===== config.mk =====
export PLATFORM = sky130hd
export DESIGN_NAME = cpu_run_controller
export DESIGN_NICKNAME = d
export VERILOG_FILES = /design/src/rtl/cpu_run_ctrl_pkg.sv /design/src/rtl/run_out_fifo.sv /design/src/rtl/cpu_run_controller.sv
export SDC_FILE = /design/constraint.sdc
export NUM_CORES = 1
export LEC_CHECK = 0
export ABC_AREA = 1
export CAP_MARGIN = 10
export CORE_MARGIN = 2
export CORE_UTILIZATION = 49
export CTS_BUF_LIST = sky130_fd_sc_hd__clkbuf_4 sky130_fd_sc_hd__clkbuf_8 sky130_fd_sc_hd__clkbuf_16
export CTS_CLUSTER_SIZE = 10
export DETAILED_ROUTE_END_ITERATION = 10
export PLACE_DENSITY_LB_ADDON = 0.2
export SYNTH_ARGS = -nofsm -noshare
export SYNTH_HDL_FRONTEND = slang
export SYNTH_SLANG_ARGS = --single-unit

===== constraint.sdc =====
create_clock -name clk -period 9.45 [get_ports clk]
set_input_delay 1.4175 -clock clk [delete_from_list [all_inputs] [get_ports clk]]
set_output_delay 1.4175 -clock clk [all_outputs]
set_load 0.02 [all_outputs]

===== src/rtl/cpu_run_ctrl_pkg.sv =====
// Shared types and default widths for the CPU run controller.
package cpu_run_ctrl_pkg;

  typedef enum logic [1:0] {
    IDLE  = 2'd0,
    RUN   = 2'd1,
    DRAIN = 2'd2,
    DONE  = 2'd3
  } run_state_e;

  localparam int DEF_DATA_W    = 64;
  localparam int DEF_DEPTH     = 4;
  localparam int DEF_CNT_W     = 32;
  localparam int DEF_MAX_STEPS = 1000000;

endpackage


===== src/rtl/run_out_fifo.sv =====
// Output word FIFO: registered head word, occupancy count and synchronous flush.
module run_out_fifo
  import cpu_run_ctrl_pkg::*;
#(
  parameter int DATA_W = DEF_DATA_W,
  parameter int DEPTH  = DEF_DEPTH
) (
  input  logic                     clk,
  input  logic                     reset,
  input  logic                     flush,
  input  logic                     push,
  input  logic [DATA_W-1:0]        push_data,
  input  logic                     pop,
  output logic                     head_valid,
  output logic [DATA_W-1:0]        head_data,
  output logic [$clog2(DEPTH):0]   count
);
  localparam int AW = $clog2(DEPTH);
  localparam int CW = AW + 1;

  logic [DATA_W-1:0] mem [DEPTH];
  logic [AW-1:0]     wr_ptr_reg, rd_ptr_reg, rd_ptr_inc;
  logic [CW-1:0]     count_reg;
  logic [DATA_W-1:0] head_reg;
  logic              wr_en, rd_en;

  assign wr_en      = push & (count_reg != CW'(DEPTH));
  assign rd_en      = pop & (count_reg != '0);
  assign rd_ptr_inc = rd_ptr_reg + AW'(1);

  always_ff @(posedge clk) begin
    if (wr_en) begin
      mem[wr_ptr_reg] <= push_data;
    end
  end

  // The head register tracks mem[rd_ptr]; with two or more entries the next
  // word is already in memory, otherwise it comes straight from the push.
  always_ff @(posedge clk or posedge reset) begin
    if (reset) begin
      wr_ptr_reg <= '0;
      rd_ptr_reg <= '0;
      count_reg  <= '0;
      head_reg   <= '0;
    end else if (flush) begin
      wr_ptr_reg <= '0;
      rd_ptr_reg <= '0;
      count_reg  <= '0;
      head_reg   <= '0;
    end else begin
      if (wr_en) wr_ptr_reg <= wr_ptr_reg + AW'(1);
      if (rd_en) rd_ptr_reg <= rd_ptr_inc;
      if (wr_en && !rd_en) count_reg <= count_reg + CW'(1);
      else if (rd_en && !wr_en) count_reg <= count_reg - CW'(1);
      if (rd_en) begin
        if (count_reg > CW'(1)) head_reg <= mem[rd_ptr_inc];
        else if (wr_en)         head_reg <= push_data;
        else                    head_reg <= '0;
      end else if (wr_en && count_reg == '0) begin
        head_reg <= push_data;
      end
    end
  end

  assign head_valid = (count_reg != '0);
  assign head_data  = head_reg;
  assign count      = count_reg;

endmodule


===== src/rtl/cpu_run_controller.sv =====
// Runs the CPU with a clock enable, buffers its output words and reports completion.
// Define CPU_RUN_CTRL_TIMEOUT_EN to end a run when the MAX_STEPS budget is used up.
module cpu_run_controller
  import cpu_run_ctrl_pkg::*;
#(
  parameter int DATA_W    = DEF_DATA_W,
  parameter int DEPTH     = DEF_DEPTH,
  parameter int CNT_W     = DEF_CNT_W,
  parameter int MAX_STEPS = DEF_MAX_STEPS
) (
  input  logic              clk,
  input  logic              reset,
  input  logic              start,
  input  logic              abort,
  output logic              cpu_rst,
  output logic              cpu_en,
  input  logic              cpu_halt,
  input  logic              cpu_valid,
  input  logic [DATA_W-1:0] cpu_data,
  output logic              out_valid,
  input  logic              out_ready,
  output logic [DATA_W-1:0] out_data,
  output logic              busy,
  output logic              done,
  output logic              timed_out,
  output logic [CNT_W-1:0]  step_count
);
  localparam int CW = $clog2(DEPTH) + 1;

  run_state_e       state_reg, state_next;
  logic [CW-1:0]    fifo_count;
  logic             fifo_push, fifo_pop, fifo_flush;
  logic             halt_step, timeout_step, start_ok, drain_empty;
  logic [CNT_W-1:0] step_count_reg;
  logic             timed_out_reg;

  assign fifo_push   = cpu_en & cpu_valid;
  assign fifo_pop    = out_valid & out_ready & (state_reg != IDLE);
  assign fifo_flush  = abort & (state_reg != IDLE);
  assign halt_step   = cpu_en & cpu_halt;
  assign start_ok    = start & ~abort & ((state_reg == IDLE) | (state_reg == DONE));
  // Empty once this cycle's pop has been taken into account.
  assign drain_empty = (fifo_count == '0) | ((fifo_count == CW'(1)) & fifo_pop);

`ifdef CPU_RUN_CTRL_TIMEOUT_EN
  assign timeout_step = cpu_en & ~cpu_halt & (step_count_reg == CNT_W'(MAX_STEPS - 1));
`else
  logic unused_max_steps;
  assign unused_max_steps = (MAX_STEPS != 0);
  assign timeout_step     = 1'b0;
`endif

  always_ff @(posedge clk or posedge reset) begin
    if (reset) state_reg <= IDLE;
    else       state_reg <= state_next;
  end

  always_comb begin
    state_next = state_reg;
    if (abort) begin
      state_next = IDLE;
    end else begin
      case (state_reg)
        IDLE:    if (start) state_next = RUN;
        RUN:     if (halt_step || timeout_step) state_next = DRAIN;
        DRAIN:   if (drain_empty) state_next = DONE;
        DONE:    if (start) state_next = RUN;
        default: state_next = IDLE;
      endcase
    end
  end

  always_comb begin
    cpu_rst = (state_reg == IDLE);
    cpu_en  = (state_reg == RUN) && (fifo_count < CW'(DEPTH));
    busy    = (state_reg == RUN) || (state_reg == DRAIN);
    done    = (state_reg == DONE);
  end

  always_ff @(posedge clk or posedge reset) begin
    if (reset) begin
      step_count_reg <= '0;
      timed_out_reg  <= 1'b0;
    end else if (start_ok) begin
      step_count_reg <= '0;
      timed_out_reg  <= 1'b0;
    end else begin
      if (cpu_en && step_count_reg != '1) step_count_reg <= step_count_reg + CNT_W'(1);
      if (timeout_step && !abort) timed_out_reg <= 1'b1;
    end
  end

  assign step_count = step_count_reg;
  assign timed_out  = timed_out_reg;

  run_out_fifo #(
    .DATA_W (DATA_W),
    .DEPTH  (DEPTH)
  ) u_fifo (
    .clk        (clk),
    .reset      (reset),
    .flush      (fifo_flush),
    .push       (fifo_push),
    .push_data  (cpu_data),
    .pop        (fifo_pop),
    .head_valid (out_valid),
    .head_data  (out_data),
    .count      (fifo_count)
  );

endmodule


After elaboration in Yosys (flattened, before gate mapping)

Memories as Yosys holds them, arrays and structs flattened.
Cells that the tools add are included.

Flip-flop bits (word level): 105
Memory bits (writable): 256
Input port bits: 71
Logic and storage cells: 76
Memories kept: 1

$add $sub $neg: 5
Order comparisons: 2
Equality and inequality tests: 9
Muxes and demuxes: 21
Bitwise gates (word level): 13
Reductions and logical operators: 19

Memory list:

| name       | depth | bits a word | rd ports | clocked after Yosys merged registers in | write ports | line               | RTL |
|---|---|---|---|---|---|---|---|
| u_fifo.mem | 4     | 64          | 1        | 0                                       | 1           | run_out_fifo.sv:21 | `logic [DATA_W-1:0] mem [DEPTH];` |

Operator list:

| kind                    | number |
|---|---|
| $mux W64                | 5 |
| $mux W32                | 2 |
| $add A32 B1 Y32 const B | 1 |
| $ne A32 B32 Y1 const B  | 1 |
| $mux W2                 | 8 |
| $and A1 B1 Y1           | 10 |
| $mux W3                 | 3 |
| $ne A3 B3 Y1 const B    | 3 |
| $reduce_bool A3 Y1      | 3 |
| $reduce_bool A2 Y1      | 4 |
| $pmux W2 S3             | 1 |
| $logic_and A1 B1 Y1     | 5 |
| $add A2 B1 Y2 const B   | 2 |
| $eq A2 B2 Y1 const B    | 2 |
| $add A3 B1 Y3 const B   | 1 |
| $eq A3 B1 Y1 const B    | 1 |
| $gt A3 B1 Y1 const B    | 1 |
| $logic_not A3 Y1        | 1 |
| $lt A3 B3 Y1 const B    | 1 |
| $ne A3 B1 Y1 const B    | 1 |
| $reduce_and A3 Y1       | 1 |
| $sub A3 B1 Y3 const B   | 1 |
| $eq A2 B1 Y1 const B    | 1 |
| $logic_not A1 Y1        | 2 |
| other kinds (6)         | 8 |

Logic depth before layout (Yosys ltp)

Gate-level depths: netlist of the first run.

Word-level depth: 9
Depth in mapped cells: 13

By module

A second synthesis of the first run with hierarchy kept.

Cells, all modules: 1,707
Area, all modules: 16,498.3 um^2

By module, submodules not included:

| module             | instances | cells each | area each (um^2) | seq. area each (um^2) |
|---|---|---|---|---|
| run_out_fifo       | 1         | 1,324      | 13,982.2         | 9,464.1 |
| cpu_run_controller | 1         | 383        | 2,516.2          | 850.8 |

Worst setup path after synthesis of the first run

Ideal clock, no wire load.

Path kind: input-to-reg
Start: input port cpu_valid
End: memory u_fifo.mem[0][0] in the netlist's numbering, enable pin
Arrival time: 4.172 ns
Data required time: 8.964 ns
Setup slack: 4.792 ns
Cell stages on the path: 2
Path through: nand2_4 nor2_1

Word-level cells in the longest chain between the ends: 4

RTL lines:

| item                          | line                     | RTL |
|---|---|---|
| from (decl)                   | cpu_run_controller.sv:18 | `input logic cpu_valid,` |
| $and A1 B1 Y1                 | cpu_run_controller.sv:37 | `assign fifo_push = cpu_en & cpu_valid;` |
| $and A1 B1 Y1                 | run_out_fifo.sv:27       | `assign wr_en = push & (count_reg != CW'(DEPTH));` |
| $mux W1                       | run_out_fifo.sv:32       | `if (wr_en) begin` |
| $mux W1 (not written as such) | run_out_fifo.sv:33       | `mem[wr_ptr_reg] <= push_data;` |
| to (decl)                     | run_out_fifo.sv:21       |  |

No other way between the ends.

Final worst setup path of the first run

Start: register state_reg[1]
End: output port cpu_en

Word-level cells in the longest chain between the ends: 2

RTL lines:

| item                   | line                     | RTL |
|---|---|---|
| from (decl)            | cpu_run_controller.sv:30 | `run_state_e state_reg, state_next;` |
| from (signal assigned) | cpu_run_controller.sv:55 | `else state_reg <= state_next;` |
| $eq A2 B1 Y1           | cpu_run_controller.sv:75 | `cpu_en = (state_reg == RUN) && (fifo_count < CW'(DEPTH));` |
| $logic_and A1 B1 Y1    | cpu_run_controller.sv:75 |  |
| to (decl)              | cpu_run_controller.sv:16 | `output logic cpu_en,` |

No other way between the ends.

==> results of run 1 <==
## cell usage in the layout, fill, tap and decap left out, drive strengths merged
| master | instances |
|---|---|
| nor3 | 1 |
| nand3 | 93 |
| conb | 1 |
| inv | 47 |
| o211ai | 1 |
| clkbuf | 73 |
| xnor2 | 4 |
| a21oi | 7 |
| nand3b | 44 |
| a22oi | 1 |
| a21boi | 1 |
| or2 | 5 |
| nand2 | 625 |
| o22ai | 82 |
| o32ai | 1 |
| clkdlybuf4s50 | 171 |
| o21bai | 3 |
| edfxtp | 256 |
| clkinv | 5 |
| nor2 | 72 |
| nand4 | 21 |
| o21ai | 10 |
| ha | 14 |
| o21a | 1 |
| xor2 | 5 |
| nor3b | 1 |
| dfrtp | 105 |
| buf | 13 |
## worst max-delay path, delay by kind of cell (launching register included)
family                   cells  cell delay (ns)
buffers and inverters        3             0.94
flip-flops                   1             0.39
adder cells (fa/ha/maj)      1             0.20
AND/OR/NAND/NOR              1             0.12
## area by class of cell
type,instances,area share
Tap cell,402,0.0267
Timing Repair Buffer,184,0.0961
Clock buffer,73,0.0694
Multi-Input combinational cell,993,0.248
Sequential cell,361,0.548
Clock inverter,3,0.00179
Inverter,49,0.0102
## logic make-up (layout without fill, tap and decap cells)
kind of cell,Yosys count,after routing
compound gates,107,107
xor+xnor,9,9
fa+ha+maj,14,14
buf+inv,120,309
flops,361,361
other cells,1,1
simple gates,862,862
## path summary, 6_finish.rpt
kind	startpoint	slack, ns	endpoint	cells after the start
worst max-delay path	state_reg[1]	5.86	cpu_en	5
worst min-delay path	u_fifo.head_data[38]	0.47	u_fifo.head_data[38]	2
worst max register to register	u_fifo.count[0]	6.55	u_fifo.head_data[58]	11
worst min register to register	u_fifo.head_data[38]	0.47	u_fifo.head_data[38]	2
max in group asynchronous	reset	6.83	u_fifo.rd_ptr_reg[1]	3
min in group asynchronous	reset	1.37	u_fifo.head_data[28]	2
## through the flow
stage          power (uW)  area [sq um]  cells  worst slack (ns)  hold WS, ns
6_report             5440         18800   2065              5.86        0.475
5_1_grt              5760         18800   2065              5.74        0.500
4_1_cts              5490         18800   2065              5.82        0.480
3_5_place_dp         3940         17500   1989              5.51        0.464
3_3_place_gp         3900         17500   1989              5.57        0.463
2_1_floorplan        3310         15500   1474              4.79        0.569
## power by group
group / switching [uW] / total [uW] / internal, uW
sequential: 117 / 2040 / 1930
clock: 607 / 1550 / 943
combinational: 1210 / 1840 / 633
## layer usage
metal | routed length, microns | vias to the layer above
li1 | - | 5338
met1 | 16200 | 5281
met2 | 17300 | 345
met3 | 2140 | 53
met4 | 664 | 2
met5 | 16 | -
==> results.py, run 1 <==
metrics = {
    "status": {
        "status": "finished, final reports clean",
    },
    "placed_design": {
        "place.gp.congestion": 0.900,
        "port_buffers": 171,
        "hpwl_mm": 20.1,
    },
    "setup_path": {
        "path_class": "register to output port",
        "cpPeakStageDelay_ns": 0.63,
        "critPathLaunchType": "register",
        "cp_data_arrival_time_ns": 2.17,
        "worst_ep_required_time_ns": 8.03,
        "worstPathCellList": "inv_1 -> ha_1 -> nand2_1 -> inv_2 -> clkdlybuf4s50_1",
        "cp-end-kind": "output port",
        "crit_fanout": 8,
        "slowest_stage": "clkdlybuf4s50_1",
    },
    "sta": {
        "fin_skew_ns": 0.0186,
        "fmax_ghz": 0.279,
        "tns_ns": 0,
        "hold_viol_final": 0,
        "rsz0062_at_grt": "false",
        "finalCriticalPeriod_ns": 3.59,
        "tightestPinTransition_ns": 1.06,
        "setup_violations": 0,
        "finalCritPeriodShare": 0.380,
        "relSlewSlack": 0.296,
        "slew_violations": 0,
    },
    "floorplanning": {
        "die_y_microns": 182,
        "placementRows": 65,
        "die_w_microns": 182,
        "fp.coreArea_sq_um": 31400,
        "num_io_pins": 173,
        "dieArea_sq_um": 33100,
        "start_util": 0.495,
    },
    "grt": {
        "grt_pass1_vias": 10803,
        "grt_first_pass_wirelength_mm": 58.6,
        "grt_overflow": 0,
        "grt-busiest-layer": "met2",
        "antenna_found_initial": 1,
        "use_met2": 0.371,
        "grt_use_met1": 0.310,
        "grt_max_degree": 85,
        "grt_use_total": 0.222,
        "gr-usage-met3": 0.0317,
    },
    "synth": {
        "synth_mux_area_frac": 0,
        "synth_top_family_by_area": "simple AND/OR/NAND/NOR gates",
        "yosys-top-cells-count": "nand2_1, edfxtp_1, dfrtp_1",
        "synth_nets": 1559,
        "syn_area_per_cell_sq_um": 10.5,
        "synth_top_cell_by_area": "edfxtp_1",
        "post_synth_fa_ha_maj_area_fraction": 0.0113,
        "yosysWarningCount": 0,
        "synth-main-ff-cell": "edfxtp_1",
        "synthSimpleGateAreaFrac": 0.237,
        "syn_area_sq_um": 15500,
        "ys_async_sr_fraction": 0.291,
        "synth.distinct_cells": 39,
        "ys_seq_area_frac": 0.664,
        "synth_most_common_cell": "nand2_1",
        "synthCells": 1474,
        "yosys.area.top_type_share": 0.495,
        "synth-seq-cells": 361,
        "synth.area.top_cells": "edfxtp_1, dfrtp_1, nand2_1, o22ai_1, nand3_1",
        "synth-xor-area-share": 0.00508,
        "synth_compound_area_frac": 0.0434,
        "synth_edf_count": 256,
    },
    "routing": {
        "vias": 11019,
        "drc": 0,
        "ant_nets": 0,
        "drt_iter0_drc": 856,
        "avgViaCountPerCell": 5.34,
        "routed_wl_mm": 36.3,
        "wl_per_cell_microns": 17.6,
        "dr.pass1.iters": 5,
    },
    "power_and_ir_drop": {
        "irDropWorstVdd_mv": 0.211,
        "power_density_nw_per_um2": 289,
        "leakagePower_uw": 0.00752,
    },
    "finish": {
        "largest_register_ffs": 256,
        "area.sequential_sq_um": 10300,
        "fillerInstances": 2607,
        "area_growth_pct": 21.3,
        "antennaDiodeCount": 0,
        "fin_util": 0.600,
        "fin_nets": 1716,
        "drive_gt1_frac": 0.0752,
        "multi_input_area_sq_um": 4670,
    },
    "cts": {
        "path_clk_slew_ns": 0.06,
        "tritoncts": "yes",
        "clockRootBuffer": "clkbuf_16",
        "post_cts_resized": 0,
        "clk_path_buf_depth": 3,
        "cts_buffers": 42,
        "h-tree-depth": 2,
        "clock_latency_ns": 0.54,
        "cts_hold_buf": 0,
        "cts.sinks": 361,
        "cts_setup_buffers": 0,
    },
    "hold_path": {
        "holdCritPathClass": "register to register",
    },
    "run": {
        "maxCapViolCount": 0,
    },
}
(Power assumes the default switching activity.)
==> inputs of run 2 (changes only) <==
==> constraint.sdc (replaced) <==
create_clock -name clk -period 3.4 [get_ports clk]
set_input_delay 0.51 -clock clk [delete_from_list [all_inputs] [get_ports clk]]
set_output_delay 0.51 -clock clk [all_outputs]
set_load 0.02 [all_outputs]
==> run 2 against run 1 <==
Clock power grew to 2.8 times the previous value. Register-to-register slack lost 5.9 ns. Routed wire length up 1.3%. Combinational power rose to 2.9 times the previous value. Count of clock-buffer cells in the layout up 2. Non-clock buffer count is 13 higher. Sequential power rose to 2.8 times the previous value. Highest routed layer is now met4.
==> results.py, run 2 (same netlist as run 1, synthesis figures left out) <==
metrics = {
    "finish": {
        "final_cell_mix": "nand2_1, edfxtp_1, clkdlybuf4s50_1",
        "fillerInstances": 2529,
        "area_growth_pct": 22.8,
        "fin_util": 0.607,
        "fin_nets": 1729,
        "fin_cells": 2081,
        "largest_register_ffs": 256,
        "drive_gt1_frac": 0.0828,
        "layout_commonest_cell": "nand2_1",
    },
    "routing": {
        "avgViaCountPerCell": 5.38,
        "wl_per_cell_microns": 17.6,
        "vias": 11195,
        "drt_iter0_drc": 920,
        "ant_nets": 0,
        "drc": 0,
        "routed_wl_mm": 36.7,
        "dr.pass1.iters": 5,
    },
    "floorplanning": {
        "fp.coreArea_sq_um": 31400,
        "die_w_microns": 182,
        "die_y_microns": 182,
        "num_io_pins": 173,
        "dieArea_sq_um": 33100,
        "placementRows": 65,
        "start_util": 0.495,
    },
    "cts": {
        "tritoncts": "yes",
        "clk_path_buf_depth": 3,
        "cts_setup_buffers": 0,
        "h-tree-depth": 2,
        "cts_buffers": 42,
        "clockRootBuffer": "clkbuf_16",
        "post_cts_resized": 0,
        "path_clk_slew_ns": 0.06,
        "clock_latency_ns": 0.53,
        "cts.sinks": 361,
        "cts_hold_buf": 0,
    },
    "setup_path": {
        "crit_fanout": 45,
        "cp_data_arrival_time_ns": 3.13,
        "cp-end-kind": "register",
        "slowest_stage": "clkinv_2",
        "worst_ep_required_time_ns": 3.82,
        "cpPeakStageDelay_ns": 0.78,
        "critPathLaunchType": "register",
        "crit_top_cell": "nand2_1",
        "path_class": "register to register",
        "worstPathCellList": "clkinv_2 -> buf_4 -> o22ai_1 -> nand2_1 -> nand3b_1 -> nand2_1 -> nand2_1 -> nand2_1",
    },
    "grt": {
        "grt_pass1_vias": 10897,
        "grt_overflow": 0,
        "antenna_found_initial": 1,
        "grt_first_pass_wirelength_mm": 58.6,
        "grt_use_total": 0.224,
        "grt_max_degree": 72,
    },
    "sta": {
        "relSlewSlack": 0.408,
        "finalCriticalPeriod_ns": 2.71,
        "finalCritPeriodShare": 0.797,
        "fmax_ghz": 0.369,
        "rsz0062_at_grt": "false",
        "tightestPinTransition_ns": 0.888,
        "slew_violations": 0,
        "hold_viol_final": 0,
        "fin_skew_ns": 0.00670,
        "setup_violations": 0,
    },
    "placed_design": {
        "hpwl_mm": 21.5,
        "port_buffers": 171,
        "dp.cells": 2002,
        "place.gp.congestion": 0.891,
    },
    "power_and_ir_drop": {
        "leakagePower_uw": 0.00763,
        "power_density_nw_per_um2": 806,
        "irDropWorstVdd_mv": 0.413,
    },
    "status": {
        "status": "finished, final reports clean",
    },
    "hold_path": {
        "holdCritPathClass": "register to register",
    },
    "run": {
        "maxCapViolCount": 0,
    },
}
[run 2: final cells by class]
| type | instances | area [sq um] | share of cell area |
|---|---|---|---|
| flip-flops and latches | 361 | 10300 | 0.541 |
| multi-input cells | 993 | 4660 | 0.245 |
| repair buffers | 197 | 2030 | 0.107 |
| clock buffers | 75 | 1320 | 0.0694 |
| well taps | 402 | 503 | 0.0264 |
| inverters | 49 | 193 | 0.0101 |
| clock inverters | 3 | 33.8 | 0.00177 |
| diodes | 1 | 2.50 | 0.000131 |
[run 2: worst paths after layout]
path	cells past startpoint	slack (ns)	startpoint	to
max	8	0.69	u_fifo.rd_ptr_reg[1]	u_fifo.head_data[44]
max in group asynchronous	3	2.10	reset	u_fifo.head_data[15]
max reg2reg	8	0.69	u_fifo.rd_ptr_reg[1]	u_fifo.head_data[44]
min reg2reg	2	0.47	u_fifo.head_data[33]	u_fifo.head_data[33]
min in group asynchronous	2	0.48	reset	u_fifo.head_data[29]
min	2	0.47	u_fifo.head_data[33]	u_fifo.head_data[33]
[run 2: critical path: cells and delay by family (launching register included)]
| family | cells | cell delay (ns) |
|---|---|---|
| DFF | 1 | 0.73 |
| AOI/OAI and AO/OA | 1 | 0.20 |
| buffers and inverters | 2 | 1.26 |
| and+or+nand+nor | 5 | 0.39 |
[run 2: power breakdown]
group	total, uW	internal (uW)	switching, uW
sequential	5730	5350	376
clock	4310	2640	1670
combinational	5330	1930	3400
total	15400	9920	5440
[run 2: per-stage QoR]
step	power, uW	cell area (sq um)	setup slack [ns]	setup TNS [ns]	hold WS, ns
after detailed placement	11200	17700	0.582	0	0.464
after global placement	11100	17700	0.682	0	0.464
after CTS	15500	19100	0.658	0	0.480
after global routing	16300	19100	0.523	0	0.502
after floorplan	9200	15500	-0.772	-197.61	0.569
final	15400	19100	0.689	0	0.473
[run 2: metal layers]
metal  wire length, microns  part of all wire  vias to the layer above  track usage
li1                       -                 -                     5370            -
met1                  16200              0.44                     5442        0.302
met2                  17900              0.49                      334        0.384
met3                   2100             0.057                       49       0.0375
met4                    546             0.015                        0       0.0461
met5                      0                 0                        -            0
==> inputs of run 3 (changes only) <==
==> constraint.sdc (replaced) <==
create_clock -name clk -period 2.4 [get_ports clk]
set_input_delay 0.36 -clock clk [delete_from_list [all_inputs] [get_ports clk]]
set_output_delay 0.36 -clock clk [all_outputs]
set_load 0.02 [all_outputs]
==> run 3 against run 2 <==
Global-route usage up 0.65 points. Critical path depth down 5. Combinational power increased by 45%. Utilization increased by 0.42 points. Non-clock buffer count increased by 10. Clock power rose by 40%.
==> results.py, run 3 (same netlist as run 1, synthesis figures left out) <==
metrics = {
    "setup_path": {
        "critPathLaunchType": "register",
        "crit_fanout": 4,
        "critPathTopFamily": "buffers and inverters",
        "cpPeakStageDelay_ns": 0.62,
        "slowest_stage": "clkdlybuf4s50_1",
        "worst_ep_required_time_ns": 2.04,
        "worst-path-buf-inv": 2,
        "path_class": "register to output port",
        "cp-end-kind": "output port",
        "worstPathCellList": "inv_1 -> ha_1 -> clkdlybuf4s50_1",
        "cp_data_arrival_time_ns": 1.87,
    },
    "routing": {
        "vias": 11231,
        "drc": 0,
        "routed_wl_mm": 37.8,
        "wl_per_cell_microns": 18.1,
        "ant_nets": 0,
        "drt_iter0_drc": 892,
        "avgViaCountPerCell": 5.38,
        "dr.pass1.iters": 5,
    },
    "power_and_ir_drop": {
        "comb_power_share": 0.353,
        "p_sw_uw": 7790,
        "finalPower_uw": 21900,
        "p_clk_frac": 0.276,
        "power_density_nw_per_um2": 1140,
        "leakagePower_uw": 0.00770,
        "irDropWorstVdd_mv": 0.643,
        "p_seq_frac": 0.371,
        "switching_share": 0.357,
        "p_int_uw": 14100,
    },
    "sta": {
        "hold_viol_final": 0,
        "finalCritPeriodShare": 0.929,
        "fin_ws_ns": 0.170,
        "rsz0062_at_grt": "false",
        "setup_violations": 0,
        "tightestPinTransition_ns": 0.652,
        "finalCriticalPeriod_ns": 2.23,
        "slew_violations": 0,
        "fmax_ghz": 0.448,
        "fin_skew_ns": 0.0165,
        "relSlewSlack": 0.564,
        "tns_ns": 0,
    },
    "placed_design": {
        "place.gp.congestion": 0.887,
        "post_dp_cell_area_sq_um": 17900,
        "hpwl_mm": 22.1,
        "dp_slack_ns": 0.314,
        "port_buffers": 171,
    },
    "grt": {
        "grt_max_degree": 54,
        "grt_first_pass_wirelength_mm": 60.1,
        "antenna_found_initial": 2,
        "grt_overflow": 0,
        "grt_use_total": 0.230,
        "grt_pass1_vias": 11161,
    },
    "status": {
        "status": "finished, final reports clean",
    },
    "finish": {
        "fin_util": 0.612,
        "layout_commonest_cell": "nand2_1",
        "largest_register_ffs": 256,
        "final_area_sq_um": 19200,
        "fin_nets": 1739,
        "area_growth_pct": 23.7,
        "drive_gt1_frac": 0.0866,
        "final_cell_mix": "nand2_1, edfxtp_1, clkdlybuf4s50_1",
    },
    "cts": {
        "clk_path_buf_depth": 3,
        "cts_hold_buf": 0,
        "cts.sinks": 361,
        "tritoncts": "yes",
        "h-tree-depth": 2,
        "path_clk_slew_ns": 0.06,
        "clock_latency_ns": 0.54,
        "cts_buffers": 42,
        "clockRootBuffer": "clkbuf_16",
    },
    "floorplanning": {
        "die_y_microns": 182,
        "fp.coreArea_sq_um": 31400,
        "start_util": 0.495,
        "die_w_microns": 182,
        "dieArea_sq_um": 33100,
        "num_io_pins": 173,
        "placementRows": 65,
    },
    "hold_path": {
        "holdCritPathClass": "primary input to async pin",
    },
    "run": {
        "maxCapViolCount": 0,
    },
}
==> run 3: cell types whose count changed in the layout (fill, tap and decap cells not counted), moves of 3 or more <==
cell,change
buf_12,+7
buf_4,+3
clkdlybuf4s50_1,-3
dlygate4sd2_1,+3
==> run 3: metal layers <==
layer	vias to the layer above	part of all wire	track usage
li1	5379	-	-
met1	5441	0.44	0.309
met2	341	0.48	0.385
met3	68	0.060	0.0401
met4	2	0.023	0.0739
met5	-	0.00029	0
==> run 3: power by group through the flow <==
stage / combinational [uW] / clock (uW) / sequential, uW
2_1_floorplan: 4340 / 0 / 8680
3_3_place_gp: 7670 / 0 / 8210
3_5_place_dp: 7790 / 0 / 8220
4_1_cts: 7800 / 6150 / 8110
5_1_grt: 8510 / 6420 / 8190
6_report: 7720 / 6030 / 8100
==> run 3: area by class of cell <==
class                      count  area [sq um]
fill                        2592         12200
sequential                   361         10300
multi-input combinational    993          4660
timing repair buffer         207          2190
clock buffer                  73          1290
tap                          402           503
inverter                      49           194
clock inverter                 2          38.8
antenna                        1          2.50
==> run 3: what timing repair did <==
action,4_1_cts,5_1_grt
gates resized for setup,3,0
setup endpoints to repair,3,0
buffers inserted,0,0
==> run 3: worst paths after layout <==
| check | start | to | slack (ns) | depth (start not counted) |
|---|---|---|---|---|
| max in group asynchronous | reset | u_fifo.head_data[54] | 1.49 | 3 |
| worst min register to register | u_fifo.head_data[30] | u_fifo.head_data[30] | 0.47 | 2 |
| worst max-delay path | state_reg[1] | cpu_rst | 0.17 | 3 |
| worst min-delay path | reset | step_count[3] | 0.29 | 2 |
| worst max register to register | state_reg[0] | u_fifo.head_data[60] | 0.32 | 10 |
| min in group clk | u_fifo.head_data[30] | u_fifo.head_data[30] | 0.47 | 2 |
==> run 3: per-stage QoR <==
step,hold slack [ns],std cells
after CTS,0.290,2087
after detailed placement,0.465,2012
after global placement,0.464,2012
after floorplan,0.459,1474
after global routing,0.320,2088
final,0.288,2088
